--- src/rtl/ttc_timer_counter_lite25.sv ---
// ttc_timer_counter_lite25: one 16-bit TTC channel (up/down, free-run/interval, 3 matches, restart).
// Optional prescaler is built when TTC_PRESCALER25_EN is defined.  Revision 1.0
`default_nettype none

module ttc_timer_counter_lite25 #(
  parameter int               CNT_W   = 16,
  parameter logic [CNT_W-1:0] RST_VAL = '0
) (
  input  logic             pclk25,
  input  logic             p_reset25,
  input  logic [CNT_W-1:0] pwdata25,
  input  logic             cntr_ctrl_reg_sel25,
  input  logic             interval_reg_sel25,
  input  logic [2:0]       match_reg_sel25,
  input  logic             clk_ctrl_reg_sel25,
  output logic [CNT_W-1:0] count_val_out25,
  output logic [4:0]       cntr_ctrl_out25,
  output logic             interval_intr25,
  output logic [2:0]       match_intr25,
  output logic             overflow_intr25,
  output logic             restart25
);

  logic [3:0]       ctrl_q;
  logic [CNT_W-1:0] count_q, count_d;
  logic [CNT_W-1:0] interval_q;
  logic [CNT_W-1:0] match_q [3];
  logic [2:0]       match_wr_q;
  logic             restart_pend_q;
  logic             interval_intr_q, overflow_intr_q, restart_q;
  logic [2:0]       match_intr_q;
  logic             tick_d;
  logic             intv_evt_d, ovf_evt_d;
  logic [2:0]       match_evt_d;
  logic [CNT_W-1:0] intv_src_d;

  // A restart coinciding with an interval write reloads the freshly written value.
  assign intv_src_d = interval_reg_sel25 ? pwdata25 : interval_q;

`ifdef TTC_PRESCALER25_EN
  logic [3:0] clk_ctrl_q;
  logic [7:0] presc_q;
  logic [7:0] presc_max_d;

  assign presc_max_d = 8'((9'd2 << clk_ctrl_q[3:1]) - 9'd1);
  assign tick_d      = !clk_ctrl_q[0] || (presc_q == presc_max_d);

  always_ff @(posedge pclk25 or posedge p_reset25) begin
    if (p_reset25) begin
      clk_ctrl_q <= '0;
      presc_q    <= '0;
    end else begin
      if (clk_ctrl_reg_sel25) begin
        clk_ctrl_q <= pwdata25[3:0];
      end
      if (clk_ctrl_reg_sel25 || restart_pend_q || !clk_ctrl_q[0] || (presc_q == presc_max_d)) begin
        presc_q <= '0;
      end else begin
        presc_q <= presc_q + 8'd1;
      end
    end
  end
`else
  logic unused_clk_ctrl_sel;
  assign unused_clk_ctrl_sel = clk_ctrl_reg_sel25;
  assign tick_d              = 1'b1;
`endif

  always_comb begin
    count_d     = count_q;
    intv_evt_d  = 1'b0;
    ovf_evt_d   = 1'b0;
    match_evt_d = 3'b000;
    if (restart_pend_q) begin
      count_d = (ctrl_q[2] && ctrl_q[1]) ? intv_src_d : RST_VAL;
    end else if (!ctrl_q[0] && tick_d) begin
      if (!ctrl_q[2]) begin
        if (ctrl_q[1]) begin
          // ">=" also catches an interval lowered below the running count.
          if (count_q >= interval_q) begin
            count_d    = '0;
            intv_evt_d = 1'b1;
          end else begin
            count_d = count_q + 1'b1;
          end
        end else begin
          count_d   = count_q + 1'b1;
          ovf_evt_d = &count_q;
        end
      end else begin
        if (count_q == '0) begin
          if (ctrl_q[1]) begin
            count_d    = interval_q;
            intv_evt_d = 1'b1;
          end else begin
            count_d   = '1;
            ovf_evt_d = 1'b1;
          end
        end else begin
          count_d = count_q - 1'b1;
        end
      end
      for (int n = 0; n < 3; n++) begin
        match_evt_d[n] = match_wr_q[n] && (count_d == match_q[n]);
      end
    end
  end

  always_ff @(posedge pclk25 or posedge p_reset25) begin
    if (p_reset25) begin
      count_q         <= RST_VAL;
      ctrl_q          <= '0;
      interval_q      <= '0;
      for (int n = 0; n < 3; n++) begin
        match_q[n] <= '1;
      end
      match_wr_q      <= '0;
      restart_pend_q  <= 1'b0;
      interval_intr_q <= 1'b0;
      overflow_intr_q <= 1'b0;
      restart_q       <= 1'b0;
      match_intr_q    <= '0;
    end else begin
      count_q         <= count_d;
      interval_intr_q <= intv_evt_d;
      overflow_intr_q <= ovf_evt_d;
      match_intr_q    <= match_evt_d;
      restart_q       <= restart_pend_q;
      restart_pend_q  <= cntr_ctrl_reg_sel25 && pwdata25[4];
      if (cntr_ctrl_reg_sel25) begin
        ctrl_q <= pwdata25[3:0];
      end
      if (interval_reg_sel25) begin
        interval_q <= pwdata25;
      end
      for (int n = 0; n < 3; n++) begin
        if (match_reg_sel25[n]) begin
          match_q[n]    <= pwdata25;
          match_wr_q[n] <= 1'b1;
        end
      end
    end
  end

  assign count_val_out25 = count_q;
  assign cntr_ctrl_out25 = {1'b0, ctrl_q};
  assign interval_intr25 = interval_intr_q;
  assign match_intr25    = match_intr_q;
  assign overflow_intr25 = overflow_intr_q;
  assign restart25       = restart_q;

endmodule

`default_nettype wire

--- config.mk ---
export PLATFORM = sky130hd
export DESIGN_NAME = ttc_timer_counter_lite25
export DESIGN_NICKNAME = d
export VERILOG_FILES = /design/src/rtl/ttc_timer_counter_lite25.sv
export SDC_FILE = /design/constraint.sdc
export NUM_CORES = 1
export LEC_CHECK = 0
export BUFFER_PORTS_ARGS = -buffer_cell sky130_fd_sc_hd__buf_4
export CAP_MARGIN = 40
export CORE_UTILIZATION = 50
export CTS_CLUSTER_DIAMETER = 30
export CTS_CLUSTER_SIZE = 25
export DETAILED_ROUTE_END_ITERATION = 12
export PLACE_DENSITY = 0.69
export RECOVER_POWER = 25
export SETUP_SLACK_MARGIN = 0.3
export SYNTH_ARGS = -nofsm -noshare
export SYNTH_HDL_FRONTEND = slang
export SYNTH_SLANG_ARGS = --single-unit
export TNS_END_PERCENT = 30
--- constraint.sdc ---
create_clock -name pclk25 -period 5.6 [get_ports pclk25]
set_clock_uncertainty 0.2 [all_clocks]
set_input_delay 0.56 -clock pclk25 [delete_from_list [all_inputs] [get_ports pclk25]]
set_output_delay 0.56 -clock pclk25 [all_outputs]
set_load 0.005 [all_outputs]
# Word level (Yosys, flattened, before mapping)
# Cells that the tools add are included.
dict set report totals {
  out_inout_bits 27
  elab_cells 54
  input_bits 24
  reg_bits 94
}
dict set report classes {
  n_lt_le_gt_ge 1
  n_mux 26
  n_eq_ne 4
  reduce_logical 7
  add_sub_neg 2
}
# operator n
set ops {}
lappend ops {{$mux 16} 11}
lappend ops {{$eq 16x16->1} 3}
lappend ops {{$add 16x1->16 const B} 1}
lappend ops {{$ge 16x16->1} 1}
lappend ops {{$logic_not 16->1} 1}
lappend ops {{$reduce_and 16->1} 1}
lappend ops {{$sub 16x1->16 const B} 1}
lappend ops {{$mux 1} 13}
lappend ops {{$mux 3} 2}
lappend ops {{$logic_and 1x1->1} 5}
lappend ops {{$ne 2x1->1 const B} 1}

# Depth between registers and ports, before layout
dict set report depth {
  ltp_word 10
  ltp_mapped 13
  mapped_depth_nobuf 11
}

# Least setup slack after synthesis
# Ideal clock, no wire load.
dict set report synth_path {
  path_type {reg2reg}
  startpoint {register count_q[0], in the netlist count_val_out25[0]}
  endpoint {register match_intr_q[2], in the netlist match_intr25[2]}
  path_stages_with_launch 13
  setup_time_ps 68
  path_buffers 1
  required_time_ps 5332
  synth_period_minus_slack_ps 3219
  path_slack_ps 2381
  t_arrival_ps 2951
  path_cell_list {dfrtp_1 > clkbuf_1 > inv_1 > ha_1 > nand2b_1 > a2111oi_0 > or4b_4 > a31oi_4 > o31ai_1 > xnor2_1 > nand4_1 > nor4_1 > and4_1}
}
dict set report synth_between {
  elab_chain_cells 10
  elab_cells_between_ends 14
  cone_classes {2 x add/sub; 1 x order compare; 1 x eq/ne; 8 x mux; 2 x reduce/logical}
}
# element line
set synth_rtl {}
lappend synth_rtl {{start, declared} 25} ;# logic [CNT_W-1:0] count_q, count_d;
lappend synth_rtl {{start signal, assigned} 124} ;# count_q <= count_d;
lappend synth_rtl {{$add 16x1->16 or $ge 16x16->1 (tied branches)} {84, 87, 80}}
lappend synth_rtl {{$mux 16} 80} ;# if (count_q >= interval_q) begin
lappend synth_rtl {{$mux 16} 78} ;# if (ctrl_q[1]) begin
lappend synth_rtl {{$mux 16 (*)} 77} ;# if (!ctrl_q[2]) begin
lappend synth_rtl {{$mux 16 (*)} 76} ;# end else if (!ctrl_q[0] && tick_d) begin
lappend synth_rtl {{$mux 16 (*)} 74} ;# if (restart_pend_q) begin
lappend synth_rtl {{$eq 16x16->1 (*)} 104} ;# match_evt_d[n] = match_wr_q[n] && (count_d == match_q[n]);
lappend synth_rtl {{$logic_and 1x1->1 (*)} 104}
lappend synth_rtl {{$mux 3 (*)} 76}
lappend synth_rtl {{$mux 3 (*)} 74}
lappend synth_rtl {{via match_evt_d[2]} 34} ;# logic [2:0] match_evt_d;
lappend synth_rtl {{end signal, assigned} 127} ;# match_intr_q <= match_evt_d;
lappend synth_rtl {{end, declared} 31} ;# logic [2:0] match_intr_q;
# Mark *: on every way through the listed nets, which the timed path passes. The rest lies on a longest branch. The select of a mux whose other input is x is not followed.
# A chain may end at the register's enable or synchronous reset.

# Worst setup path after layout
# Ends and elaborated chain as after synthesis.

==> flow_summary.json <==
{
  "outcome": "complete, but fails checks",
  "violations": "capacitance limit, slew limit",
  "crit_required_ns": 5.67,
  "htreeDepth": 3,
  "yosysMostFrequentCell": "mux2_2",
  "drtPass1Iterations": 5,
  "fin_cells": 771,
  "drive_above_1_share_pct": 29.8,
  "reg2reg_slack_ns": 1.52,
  "rsz0062_at_grt": "false",
  "die_w_um": 110,
  "fmax_ghz": 0.245,
  "nFillCells": 1010,
  "antenna_found_initial": 0,
  "antennaDiodeCount": 0,
  "hold_end": "match_wr_q[2]",
  "report.final.setup_viol": 0,
  "critical_path.startpoint": "count_val_out25[0]",
  "drt-total-wl_um": 15600,
  "ys_warn_count": 0,
  "cts_tree": "done",
  "r2r-end": "match_intr25[2]",
  "via_per_inst": 6.06,
  "post-dp-hpwl_um": 11500,
  "ir_drop_mv": 0.227,
  "endpoint_kind": "register",
  "p_int_mw": 1.65,
  "p_leak_nw": 2.69,
  "post-route-period-util_pct": 72.9,
  "cts_root_buffer": "clkbuf_16",
  "gp_congestion": 0.883,
  "synth_cells": 592,
  "yosysTopAreaCell": "dfstp_2",
  "cts_made_buffers": 9,
  "ctsHoldBuffers": 0,
  "clockPowerShare_pct": 25.1,
  "postCtsSetupBuffers": 0,
  "synth_nets": 635,
  "arrival_ns": 4.16,
  "clockBufferDepth": 2,
  "dpl.cell_count": 755,
  "cts.sinks": 94,
  "syn2layout_area_growth_pct": 12.5,
  "die_h_um": 110,
  "cts.clk_slew.worst_paths_ns": 0.07,
  "grt_busiest_layer": "met2",
  "pin_count": 51,
  "grt_max_degree": 55,
  "synth_edf_count": 0,
  "synth-main-ff-cell": "dfstp_2",
  "fin_crit_ns": 4.08,
  "p_sw_share_pct": 38.0,
  "vias": 4675,
  "holdCritStartpoint": "match_wr_q[2]",
  "drt-initial-drc-count": 474,
  "cts_resized": 0,
  "grt_use_total_pct": 26.2,
  "met1_usage_pct": 36.2,
  "drc": 0,
  "reg2reg_depth": 10,
  "synth_cell_types": 70,
  "ys_seq_area_share_pct": 41.0,
  "use_met2_pct": 42.3,
  "p_per_area_nw_per_um2": 402,
  "insertion_delay_ns": 0.34,
  "tightest_slew_ns": 1.87,
  "p_seq_share_pct": 35.4,
  "slew_viol_final": 42,
  "finalHoldViolCount": 0,
  "antenna_left": 0,
  "hold_path_class": "reg2reg",
  "ys_async_sr_fraction_pct": 100,
  "num_rows": 39,
  "avgSynthCellArea_um2": 9.94,
  "hold-path-cell-count": 1,
  "grt_pass1_wl_um": 25100,
  "synth.area.top_cells": "dfstp_2, dfrtp_1, mux2_2",
  "grt_pass1_vias": 4616,
  "crit_fanout": 11,
  "r2r_start": "count_val_out25[0]",
  "combPwrFrac_pct": 39.5,
  "dieArea_um2": 12200,
  "core_um2": 11400,
  "wl_per_cell_um": 20.2,
  "power.switching_mw": 1.01,
  "synth_top_cell_area_share_pct": 21.4,
  "synth_area_um2": 5880,
  "use_met3_pct": 3.18,
  "cp-start-kind": "register",
  "ys_ff_latch": 94,
  "max_slew_margin_pct": -25.6,
  "maxCapViolCount": 1,
  "portBuffers": 48,
  "fin_nets": 666,
  "yosys-top-cells-count": "mux2_2, dfstp_2, dfrtp_1",
  "p_total_mw": 2.66,
  "fin_tns_setup_ns": 0,
  "start_util_pct": 51.5,
  "worstSetupPathType": "reg2reg",
  "gr-total-overflow": 0
}
==> flip-flops by register name, indices dropped and copies added (netlist names) <==
signal,flops
count_val_out25,16
restart_pend_q,1
restart25,1
interval_intr25,1
ctrl_q,4
overflow_intr25,1
match_wr_q,3
match_q,48
match_intr25,3
interval_q,16
==> metrics by stage <==
step                      setup WS, ns  utilization, %  instance area, um^2  hold slack, ns
final                             1.52            58.0                 6620           0.269
after global routing              1.31            58.0                 6620           0.287
after CTS                         1.59            58.2                 6640           0.150
after detailed placement          1.60            55.3                 6320           0.252
after global placement            1.70            55.3                 6320           0.249
after floorplan                   2.38               -                 5880           0.236
==> per-layer routing <==
layer / share of wire [%] / wire length (um) / up-vias
met5: 0 / 0 / -
met4: 1.9 / 291 / 0
met3: 5.1 / 798 / 20
met2: 48 / 7490 / 148
met1: 45 / 6990 / 2322
li1: - / - / 2185
==> final cells by class <==
cell class | instances | area [um^2] | area share [%]
inverters | 30 | 114 | 1.72
multi-input cells | 432 | 3190 | 48.2
well taps | 143 | 179 | 2.70
repair buffers | 56 | 398 | 6.01
flip-flops and latches | 94 | 2410 | 36.4
clock buffers | 13 | 262 | 3.95
clock inverters | 3 | 66.3 | 1.00
==> worst max-delay path by stage <==
stage / to / slack, ns / cells after the start
6_report: match_intr25[2] / 1.52 / 10
3_5_place_dp: match_intr25[2] / 1.60 / 10
4_1_cts: match_intr25[2] / 1.59 / 10
3_3_place_gp: match_intr25[2] / 1.70 / 10
5_1_grt: match_intr25[2] / 1.31 / 10
2_1_floorplan: match_intr25[2] / 2.38 / 12
==> worst max-delay path, stage by stage (launching register included) <==
cell and delay, ns:
dfrtp_1 0.58, inv_1 0.16, ha_1 0.31, nand2b_1 0.13, a2111oi_0 0.50, or4b_4 0.27, a31oi_4 0.14, o31ai_1 0.80
xor2_1 0.18, nor4_1 0.46, and4_1 0.28
==> cells by family after synthesis <==
logic type	Yosys count	synth area share [%]
muxes	58	11.0
other	1	0.0637
DFF	94	41.0
AOI/OAI and AO/OA	131	15.1
adders and majority gates	19	4.04
xor gates and xnor gates	57	8.61
buffers and inverters	66	4.76
and+or+nand+nor	166	15.5
==> cells in the final DEF, fill, tap and decap left out, types with 3 or more instances in the layout <==
cell / n
a21oi_1: 30
xnor2_1: 32
clkbuf_16: 10
clkbuf_1: 9
or2_2: 5
nor4_1: 8
dfrtp_1: 46
a2111oi_0: 4
o2111ai_1: 3
and3_1: 3
ha_1: 19
nor2_1: 30
a31oi_1: 7
o32ai_1: 4
xor2_1: 24
inv_1: 29
nand3_1: 11
nand2_1: 39
o31ai_1: 8
nand2b_1: 17
dfstp_2: 47
and4_1: 7
mux2i_1: 7
nand4_1: 12
buf_4: 49
o211ai_1: 3
nor3_1: 12
o41ai_1: 3
mux2_2: 51
o21ai_0: 44
==> power by group through the flow <==
| stage | Clock [mW] | Combinational (mW) | Sequential, mW |
|---|---|---|---|
| after global routing | 0.708 | 1.14 | 0.958 |
| final | 0.669 | 1.05 | 0.943 |
| after CTS | 0.678 | 1.04 | 0.940 |
| after floorplan | 0 | 0.795 | 0.869 |
| after detailed placement | 0 | 1.03 | 0.952 |
| after global placement | 0 | 1.01 | 0.947 |
Power figures use the tool's default switching activity.
